$ cat src/rtl/sssp_burst_worker.sv
// SSSP edge-expansion worker: reads a vertex's offset pair, fetches its neighbour
// list in bounded bursts and emits pruned child tasks through a small FIFO.
package sssp_pkg;
  typedef struct packed {
    logic [31:0] ts;
    logic [31:0] locale;
    logic [3:0]  ttype;
  } task_t;

  typedef logic [7:0] cq_slice_slot_t;

  typedef struct packed {
    logic        wvalid;
    logic [7:0]  waddr;
    logic [31:0] wdata;
  } reg_bus_t;

  localparam logic [7:0] OFFSET_BASE_ADDR   = 8'h00;
  localparam logic [7:0] NEIGHBOR_BASE_ADDR = 8'h04;
  localparam logic [7:0] SSSP_TS_LIMIT      = 8'h08;
endpackage

module sssp_burst_worker
  import sssp_pkg::*;
#(
  parameter int TILE_ID    = 0,
  parameter int MAX_BURST  = 16,
  parameter int FIFO_DEPTH = 8
) (
  input  logic           clk,
  input  logic           rstn,
  input  logic           task_in_valid,
  output logic           task_in_ready,
  input  task_t          in_task,
  input  cq_slice_slot_t in_cq_slot,
  output logic           arvalid,
  input  logic           arready,
  output logic [31:0]    araddr,
  output logic [7:0]     arlen,
  output logic [2:0]     arsize,
  input  logic           rvalid,
  output logic           rready,
  input  logic [63:0]    rdata,
  input  logic           rlast,
  output logic           out_valid,
  input  logic           out_ready,
  output task_t          out_task,
  output cq_slice_slot_t out_cq_slot,
  output logic           busy,
  output logic [31:0]    log_output,
  input  reg_bus_t       reg_bus
);
  localparam int PTR_W = $clog2(FIFO_DEPTH);

  localparam logic [2:0] S_IDLE     = 3'd0;
  localparam logic [2:0] S_OFF_REQ  = 3'd1;
  localparam logic [2:0] S_OFF_RESP = 3'd2;
  localparam logic [2:0] S_NBR_REQ  = 3'd3;
  localparam logic [2:0] S_NBR_RESP = 3'd4;
  localparam logic [2:0] S_DRAIN    = 3'd5;
  localparam logic [2:0] S_DONE     = 3'd6;

  if (MAX_BURST < 1 || MAX_BURST > 256 || (MAX_BURST & (MAX_BURST - 1)) != 0 ||
      FIFO_DEPTH < 2 || (FIFO_DEPTH & (FIFO_DEPTH - 1)) != 0 || TILE_ID < 0) begin : g_bad_param
    $error("sssp_burst_worker: illegal parameter set");
  end

  logic [2:0]     state;
  task_t          parent;
  cq_slice_slot_t parent_slot;
  logic [31:0]    cur_idx;
  logic [31:0]    end_idx;
  logic [31:0]    offset_base;
  logic [31:0]    nbr_base;
  logic [31:0]    ts_limit;

  task_t          fifo_task [FIFO_DEPTH];
  cq_slice_slot_t fifo_slot [FIFO_DEPTH];
  logic [PTR_W-1:0] wr_ptr;
  logic [PTR_W-1:0] rd_ptr;
  logic [PTR_W:0]   count;

  logic [31:0] remaining;
  logic [31:0] burst_n;
  logic [31:0] beat_ts;
  logic        fifo_full;
  logic        beat_ok;
  logic        drop;
  logic        push;
  logic        pop;

  function automatic logic [31:0] sat_add32(input logic [31:0] a, input logic [31:0] b);
    logic [32:0] s;
    s = {1'b0, a} + {1'b0, b};
    return s[32] ? 32'hFFFF_FFFF : s[31:0];
  endfunction

  // cur never passes end, so remaining is the true count of unread edges
  assign remaining = end_idx - cur_idx;
  assign burst_n   = (remaining > 32'(MAX_BURST)) ? 32'(MAX_BURST) : remaining;
  assign beat_ts   = sat_add32(parent.ts, rdata[63:32]);
  assign drop      = beat_ts > ts_limit;
  assign fifo_full = (count == (PTR_W+1)'(FIFO_DEPTH));
  assign beat_ok   = (state == S_NBR_RESP) && rvalid && rready;
  assign push      = beat_ok && !drop;
  assign pop       = out_valid && out_ready;

  assign arvalid       = (state == S_OFF_REQ) || (state == S_NBR_REQ);
  assign araddr        = (state == S_NBR_REQ) ? nbr_base + (cur_idx << 3)
                                              : offset_base + (parent.locale << 2);
  assign arlen         = (state == S_NBR_REQ) ? 8'(burst_n - 32'd1) : 8'd0;
  assign arsize        = 3'd3;
  // Conservative flow control: never accept a beat while full, even if a pop is pending
  assign rready        = (state == S_OFF_RESP) || ((state == S_NBR_RESP) && !fifo_full);
  assign task_in_ready = (state == S_DONE);
  assign busy          = (state != S_IDLE);
  assign out_valid     = (count != '0);
  assign out_task      = fifo_task[rd_ptr];
  assign out_cq_slot   = fifo_slot[rd_ptr];

  always_ff @(posedge clk) begin
    if (!rstn) begin
      state       <= S_IDLE;
      wr_ptr      <= '0;
      rd_ptr      <= '0;
      count       <= '0;
      log_output  <= '0;
      offset_base <= '0;
      nbr_base    <= '0;
      ts_limit    <= 32'hFFFF_FFFF;
    end else begin
      if (reg_bus.wvalid) begin
        case (reg_bus.waddr)
          OFFSET_BASE_ADDR:   offset_base <= reg_bus.wdata << 2;
          NEIGHBOR_BASE_ADDR: nbr_base    <= reg_bus.wdata << 2;
          SSSP_TS_LIMIT:      ts_limit    <= reg_bus.wdata;
          default: ;
        endcase
      end
      if (beat_ok && drop) log_output <= log_output + 32'd1;
      if (push) wr_ptr <= wr_ptr + PTR_W'(1);
      if (pop)  rd_ptr <= rd_ptr + PTR_W'(1);
      case ({push, pop})
        2'b10:   count <= count + (PTR_W+1)'(1);
        2'b01:   count <= count - (PTR_W+1)'(1);
        default: ;
      endcase
      case (state)
        S_IDLE:     if (task_in_valid) state <= S_OFF_REQ;
        S_OFF_REQ:  if (arready) state <= S_OFF_RESP;
        S_OFF_RESP: if (rvalid) state <= (rdata[31:0] >= rdata[63:32]) ? S_DONE : S_NBR_REQ;
        S_NBR_REQ:  if (arready) state <= S_NBR_RESP;
        S_NBR_RESP: if (beat_ok && rlast) state <= (cur_idx != end_idx) ? S_NBR_REQ : S_DRAIN;
        S_DRAIN:    if (count == '0) state <= S_DONE;
        S_DONE:     state <= S_IDLE;
        default:    state <= S_IDLE;
      endcase
    end
  end

  // Datapath registers carry no reset; the FSM decides when they are meaningful
  always_ff @(posedge clk) begin
    if (state == S_IDLE && task_in_valid) begin
      parent      <= in_task;
      parent_slot <= in_cq_slot;
    end
    if (state == S_OFF_RESP && rvalid) begin
      cur_idx <= rdata[31:0];
      end_idx <= rdata[63:32];
    end
    if (state == S_NBR_REQ && arready) cur_idx <= cur_idx + burst_n;
    if (push) begin
      fifo_task[wr_ptr] <= '{ts: beat_ts, locale: rdata[31:0], ttype: parent.ttype};
      fifo_slot[wr_ptr] <= parent_slot;
    end
  end
endmodule

$ cat config.mk
export PLATFORM = sky130hd
export DESIGN_NAME = sssp_burst_worker
export DESIGN_NICKNAME = d
export VERILOG_FILES = /design/src/rtl/sssp_burst_worker.sv
export SDC_FILE = /design/constraint.sdc
export NUM_CORES = 1
export LEC_CHECK = 0
export CAP_MARGIN = 20
export CORE_AREA = 2 2 263 265
export DETAILED_ROUTE_END_ITERATION = 8
export DIE_AREA = 0 0 265 267
export DONT_BUFFER_PORTS = 1
export PLACE_DENSITY_LB_ADDON = 0.25
export RECOVER_POWER = 100
export SYNTH_ARGS = -nofsm -noshare
export SYNTH_HDL_FRONTEND = slang
export SYNTH_SLANG_ARGS = --single-unit
$ cat constraint.sdc
create_clock -name clk -period 18 [get_ports clk]
set_input_delay 3.6 -clock clk [delete_from_list [all_inputs] [get_ports clk]]
set_output_delay 3.6 -clock clk [all_outputs]
set_load 0.02 [all_outputs]
### After elaboration in Yosys (flattened, before gate mapping)

Memory sizes are Yosys's and may differ from the RTL's. A register that Yosys moved wholly into a read port is not among the register bits.
Index checks and enable logic that the tools add are counted.

| storage, ports and cells | value |
|---|---|
| register bits | 275 |
| bits in writable memories | 608 |
| output and inout port bits | 156 |
| logic and storage cells | 95 |
| memories | 2 |

| cells by class | value |
|---|---|
| $add $sub $neg | 11 |
| order comparisons | 3 |
| equal/unequal tests | 18 |
| multiplexer cells | 22 |
| reductions and logical operators | 25 |

Memory list:

| memory | words | width | read ports | clocked after Yosys merged registers in | wr ports | RTL line | text |
|---|---|---|---|---|---|---|---|
| fifo_task | 8 | 68 | 1 | 1 | 1 | 77 | `task_t fifo_task [FIFO_DEPTH];` |
| fifo_slot | 8 | 8 | 1 | 1 | 1 | 78 | `cq_slice_slot_t fifo_slot [FIFO_DEPTH];` |

Operators by type and width:

| kind | count |
|---|---|
| $mux 32 | 5 |
| $add 32x32->32 | 3 |
| $mux 3 | 12 |
| $add 32x32->33 | 1 |
| $add 32x1->32 const B | 1 |
| $ge 32x32->1 | 1 |
| $gt 32x32->1 | 1 |
| $gt 32x5->1 const B | 1 |
| $ne 32x32->1 | 1 |
| $sub 32x32->32 | 1 |
| $pmux 3 s6 | 1 |
| $logic_and 1x1->1 | 10 |
| $ne 2x2->1 const B | 5 |
| $eq 3x3->1 const B | 3 |
| $eq 8x3->1 const B | 1 |
| $eq 8x4->1 const B | 1 |
| $logic_not 8->1 | 1 |
| $mux 8 | 1 |
| $pmux 4 s2 | 1 |
| $sub 8x1->8 const B | 1 |
| $add 3x1->3 const B | 2 |
| $eq 3x2->1 const B | 2 |
| $reduce_and 2->1 | 3 |
| $reduce_and 6->1 | 1 |
| 15 further kinds | 19 |

### Depth between registers and ports, before layout

| logic depth | value |
|---|---|
| depth in word-level cells | 8 |
| depth in mapped cells | 33 |
| depth with buffers taken out | 31 |

### Least setup slack after synthesis

No wires, ideal clock.

| timing path | value |
|---|---|
| kind | input port to flip-flop |
| start | input port rdata[32] |
| end | memory fifo_slot[2][0] (netlist bit), enable pin |
| library setup time | 0.619 ns |
| arrival | 14.543 ns |
| required time | 17.381 ns |
| path slack | 2.838 ns |
| cell stages on the path | 26 |
| cell sequence | ha_1 -> fa_1 -> a21o_1 -> a21oi_1 -> o21ai_0 -> a2111oi_0 -> o31ai_1 -> o21a_1 -> nor3_1 -> o21bai_1 -> a311o_1 -> nand2b_1 -> a21o_1 -> clkbuf_1 -> clkbuf_1 -> nand2_1 -> ha_1 -> a21o_1 -> a21o_1 -> a21oi_1 -> nor2_1 -> a211oi_1 -> o221a_2 -> a22oi_1 -> or3_1 -> nor3b_1 |

| between the ends | value |
|---|---|
| word-level cells in the longest chain between the ends | 7 |

RTL lines:

| item | RTL line | text |
|---|---|---|
| start, declared | 43 | `input logic [63:0] rdata,` |
| $add 32x32->33 | 94 | `s = {1'b0, a} + {1'b0, b};` |
| $mux 32 | 95 | `return s[32] ? 32'hFFFF_FFFF : s[31:0];` |
| via beat_ts[21] | 85 | `logic [31:0] beat_ts;` |
| $gt 32x32->1 | 102 | `assign drop = beat_ts > ts_limit;` |
| $logic_not 1->1 | 105 | `assign push = beat_ok && !drop;` |
| $logic_and 1x1->1 | 105 |  |
| $mux 1 | 172 | `if (push) begin` |
| $mux 1 (not written as such) | 174 | `fifo_slot[wr_ptr] <= parent_slot;` |
| end, declared | 78 |  |

The timed path passes the listed nets, and every way through them passes these cells.

### Worst setup path after layout

| timing path | value |
|---|---|
| start | input port rdata[32] |
| end | memory fifo_task[5][10] (netlist bit), enable pin |

| between the ends | value |
|---|---|
| word-level cells in the longest chain between the ends | 7 |

RTL lines:

| item | RTL line | text |
|---|---|---|
| $add 32x32->33 | 94 |  |
| $mux 32 | 95 |  |
| via beat_ts[15] | 85 |  |
| $gt 32x32->1 | 102 |  |
| $logic_not 1->1 | 105 |  |
| $logic_and 1x1->1 | 105 |  |
| $mux 1 | 172 |  |
| $mux 1 (not written as such) | 173 | `fifo_task[wr_ptr] <= '{ts: beat_ts, locale: rdata[31:0], ttype: parent.ttype};` |
| end, declared | 77 |  |

The timed path passes the listed nets, and every way through them passes these cells.

==> results.json <==
{
  "cts-resized-gates": 0,
  "dr.pass1.iters": 6,
  "drive_gt1_share_pct": 10.1,
  "synth_warnings": 0,
  "drc": 0,
  "synth_area_leaders": "edfxtp_1 (52%), mux4_2 (7.9%), dfxtp_1 (6.5%), ha_1 (6.4%), nand2_1 (3.0%)",
  "hp-class": "register to register",
  "finalSetupTns_ns": 0,
  "area.growth.synth_to_final_pct": 9.30,
  "pwr-share-clk_pct": 36.4,
  "n_fill_cell": 4614,
  "start_kind": "primary input",
  "cap_violations": 15,
  "portBuffers": 0,
  "grt_use_total_pct": 33.0,
  "p_total_mw": 5.26,
  "worstSetupPathType": "primary input to register",
  "worst_pin_slew_ns": 4.71,
  "r2r-start": "parent[36]$_DFFE_PP_",
  "rr_endpoint": "fifo_task[5][10]$_DFFE_PP_",
  "crit_required_ns": 18.26,
  "slew_viol_final": 681,
  "synth_top_family_by_area": "multiplexers",
  "async_flop_share_pct": 0,
  "syn-cell-area_um2": 43200,
  "ioPinCount": 344,
  "vias": 27689,
  "setup-violations-final": 0,
  "relSlewSlack_pct": -214,
  "worstPathCellList": "ha_1 > fa_1 > a21o_1 > a21oi_1 > o21ai_0 > a2111oi_0 > o31ai_1 > o21a_1 > nor3_1 > o21bai_1 > a311o_1 > nand2b_1 > a21o_1 > o21ai_0 > ha_1 > nand4_1 > or2_2 > nor3_1 > a22oi_1 > nor2_1 > nand2_1 > nor3b_1 > clkbuf_1 > buf_4",
  "cts_buffer_depth": 3,
  "min_delay_worst_endpoint": "offset_base[25]$_SDFFE_PN0P_",
  "insertion_delay_ns": 0.65,
  "cts_sinks": 886,
  "critPathMaxStageDelay_ns": 2.47,
  "finalCritPeriodShare_pct": 77.4,
  "die_y_um": 267,
  "arrival_ns": 14.18,
  "min_delay_path_depth": 2,
  "slowest_stage": "clkbuf_1",
  "final_antenna_net_count": 0,
  "cts_setup_buffers": 0,
  "yosys.area.top_type_share_pct": 51.9,
  "coreArea_um2": 68000,
  "synth-compound-area-share_pct": 10.1,
  "regToRegSetupSlack_ns": 6.63,
  "skew_ns": 0.0274,
  "ys.flop_type": "edfxtp_1",
  "cts-root-buf": "clkbuf_16",
  "initial_core_util_pct": 63.5,
  "drt_iter0_drc": 2438,
  "grt_max_degree": 142,
  "numCtsBuffers": 92,
  "fp-row-count": 96,
  "violations": "capacitance limit, slew limit",
  "power.switching_mw": 1.47,
  "p_leak_nw": 17.0,
  "totalWireLength_um": 116000,
  "grt.overflow.total": 0,
  "synthMostInstantiatedCell": "edfxtp_1",
  "intPower_mw": 3.79,
  "outcome": "finished with violations",
  "place_congestion": 0.910,
  "synth_top_area_cell": "edfxtp_1",
  "avgSynthCellArea_um2": 13.3,
  "ir_worst_vdd_mv": 0.0834,
  "cts_hold_buf": 0,
  "final.min_clock_period_ns": 13.93,
  "antenna_found_initial": 17,
  "p_sw_share_pct": 27.9,
  "grt_pass1_wl_um": 173000,
  "clkSlewWorstSetupHoldPaths_ns": 0.05,
  "yosys-top-cells-count": "edfxtp_1 (746), nand2_1 (347), ha_1 (220)",
  "h-tree-depth": 3,
  "reg2reg_depth": 24,
  "syn_inst": 3257,
  "nets": 3697,
  "synth_edf_count": 746,
  "die_area_um2": 70800,
  "vias_per_cell": 6.51,
  "fmax_mhz": 71.8,
  "synthAdderAreaFrac_pct": 6.65,
  "min-delay-start": "offset_base[25]$_SDFFE_PN0P_",
  "synthSimpleGateAreaFrac_pct": 9.12,
  "p_comb_share_pct": 16.6,
  "end_kind": "register",
  "crit_fanout": 47,
  "synthMuxAreaShare_pct": 10.2,
  "p_seq_share_pct": 47.0,
  "dp_hpwl_um": 79500,
  "rsz0062_at_grt": "no",
  "hold_viol": 0,
  "synth_xor_area_share_pct": 3.02,
  "cellPowerDensity_nw_per_um2": 111,
  "post_drt_wl_per_cell_um": 27.2,
  "ys_seq_elements": 886,
  "grt_pass1_vias": 28014,
  "die_x_um": 265,
  "cts_tree": "yes",
  "yosysUniqueCellTypes": 85,
  "seq_area_frac_synth_pct": 58.4
}
==> flip-flops by register name, indices dropped and copies added, names as in the netlist, 4 cells and up, named ones only <==
| signal | count |
|---|---|
| fifo_task | 544 |
| count | 4 |
| ts_limit | 32 |
| offset_base | 30 |
| cur_idx | 31 |
| parent | 66 |
| end_idx | 32 |
| fifo_slot | 64 |
| log_output | 32 |
| parent_slot | 8 |
| nbr_base | 30 |
==> stage by stage <==
| stage | cells | worst slack, ns | util, % | instance area, um2 | hold WS (ns) |
|---|---|---|---|---|---|
| 6_report | 4252 | 4.07 | 69.4 | 47200 | 0.465 |
| 5_1_grt | 4246 | 3.39 | 69.4 | 47200 | 0.481 |
| 4_1_cts | 4237 | 6.32 | 69.6 | 47300 | 0.468 |
| 3_5_place_dp | 4069 | 5.67 | 65.0 | 44200 | 0.460 |
| 3_3_place_gp | 4069 | 5.93 | 65.0 | 44200 | 0.452 |
| 2_1_floorplan | 3285 | 2.84 | - | 43300 | 0.444 |
==> cell families (layout without fill, tap and decap cells) <==
| family | count (synthesis) | count (layout) |
|---|---|---|
| flops | 886 | 886 |
| simple gates | 812 | 812 |
| compound gates | 661 | 661 |
| buf+inv | 280 | 352 |
| mux | 241 | 241 |
| fa+ha+maj | 226 | 226 |
| xor+xnor | 149 | 149 |
| other cells | 2 | 43 |
==> worst max path at each step <==
| stage | start | to | slack [ns] | cells past startpoint |
|---|---|---|---|---|
| finish | rdata[32] | fifo_task[5][10]$_DFFE_PP_ | 4.07 | 24 |
| global route | rdata[32] | fifo_task[5][10]$_DFFE_PP_ | 3.39 | 24 |
| CTS | rdata[32] | fifo_task[5][14]$_DFFE_PP_ | 6.32 | 24 |
| detailed placement | rdata[32] | fifo_task[2][18]$_DFFE_PP_ | 5.67 | 23 |
| global placement | rdata[32] | fifo_task[5][18]$_DFFE_PP_ | 5.93 | 24 |
| floorplan | rdata[32] | fifo_slot[2][0]$_DFFE_PP_ | 2.84 | 26 |
==> layer usage <==
layer  vias to the layer above  global-route usage (%)  wire length (um)
met1                     13682                    43.1             44400
met4                        18                    14.7              5370
met2                      1308                    52.9             54200
met3                       284                    8.19             11700
li1                      12397                       -                 -
met5                         -                       0               147
==> final cells by class <==
| cell class | count | area [um2] | area share (%) |
|---|---|---|---|
| well taps | 882 | 1100 | 2.34 |
| repair buffers | 35 | 228 | 0.482 |
| clock buffers | 115 | 2520 | 5.35 |
| inverters | 149 | 559 | 1.18 |
| multi-input cells | 2119 | 17000 | 36.0 |
| flip-flops and latches | 886 | 25200 | 53.4 |
| clock inverters | 53 | 552 | 1.17 |
| diodes | 13 | 32.5 | 0.0689 |
==> critical path: cells and delay by family <==
family	cells	cell delay [ns]
AO/OA/AOI/OAI	11	4.17
buffers and inverters	2	3.28
AND/OR/NAND/NOR	8	1.91
adder cells (fa/ha/maj)	3	1.11
==> power by group through the flow <==
stage / clock network [mW] / registers (mW) / logic (mW)
final: 1.91 / 2.47 / 0.875
after global routing: 2.01 / 2.47 / 0.959
after CTS: 1.94 / 2.46 / 0.864
after detailed placement: 0 / 2.50 / 0.852
after global placement: 0 / 2.50 / 0.824
after floorplan: 0 / 2.47 / 0.628
==> cells in the final DEF (no fill, tap or decap), types with 15 or more instances in the layout <==
| cell type | netlist | routed |
|---|---|---|
| conb_1 | 2 | 30 |
| and3_1 | 20 | 20 |
| a21boi_0 | 69 | 70 |
| nor3_1 | 24 | 24 |
| xor2_1 | 51 | 51 |
| and2_1 | 54 | 22 |
| dfxtp_1 | 140 | 138 |
| mux4_2 | 152 | 152 |
| a211oi_1 | 23 | 23 |
| o21ai_0 | 116 | 123 |
| nor2_1 | 120 | 117 |
| or3_1 | 28 | 28 |
| o21bai_1 | 18 | 19 |
| clkinv_1 | 0 | 19 |
| o21a_1 | 34 | 34 |
| nand2_1 | 347 | 347 |
| and2_0 | 0 | 32 |
| o31ai_1 | 15 | 15 |
| a21oi_1 | 155 | 155 |
| mux2_1 | 0 | 72 |
| nand4_1 | 43 | 44 |
| xnor2_1 | 98 | 98 |
| nor2b_1 | 27 | 28 |
| nand3_1 | 43 | 43 |
| ha_1 | 220 | 220 |
| clkbuf_1 | 108 | 34 |
| o211ai_1 | 44 | 44 |
| a21o_1 | 92 | 92 |
| edfxtp_1 | 746 | 746 |
| inv_1 | 149 | 149 |
| clkbuf_16 | 0 | 96 |
| nand2b_1 | 34 | 34 |
(Power assumes the default switching activity.)
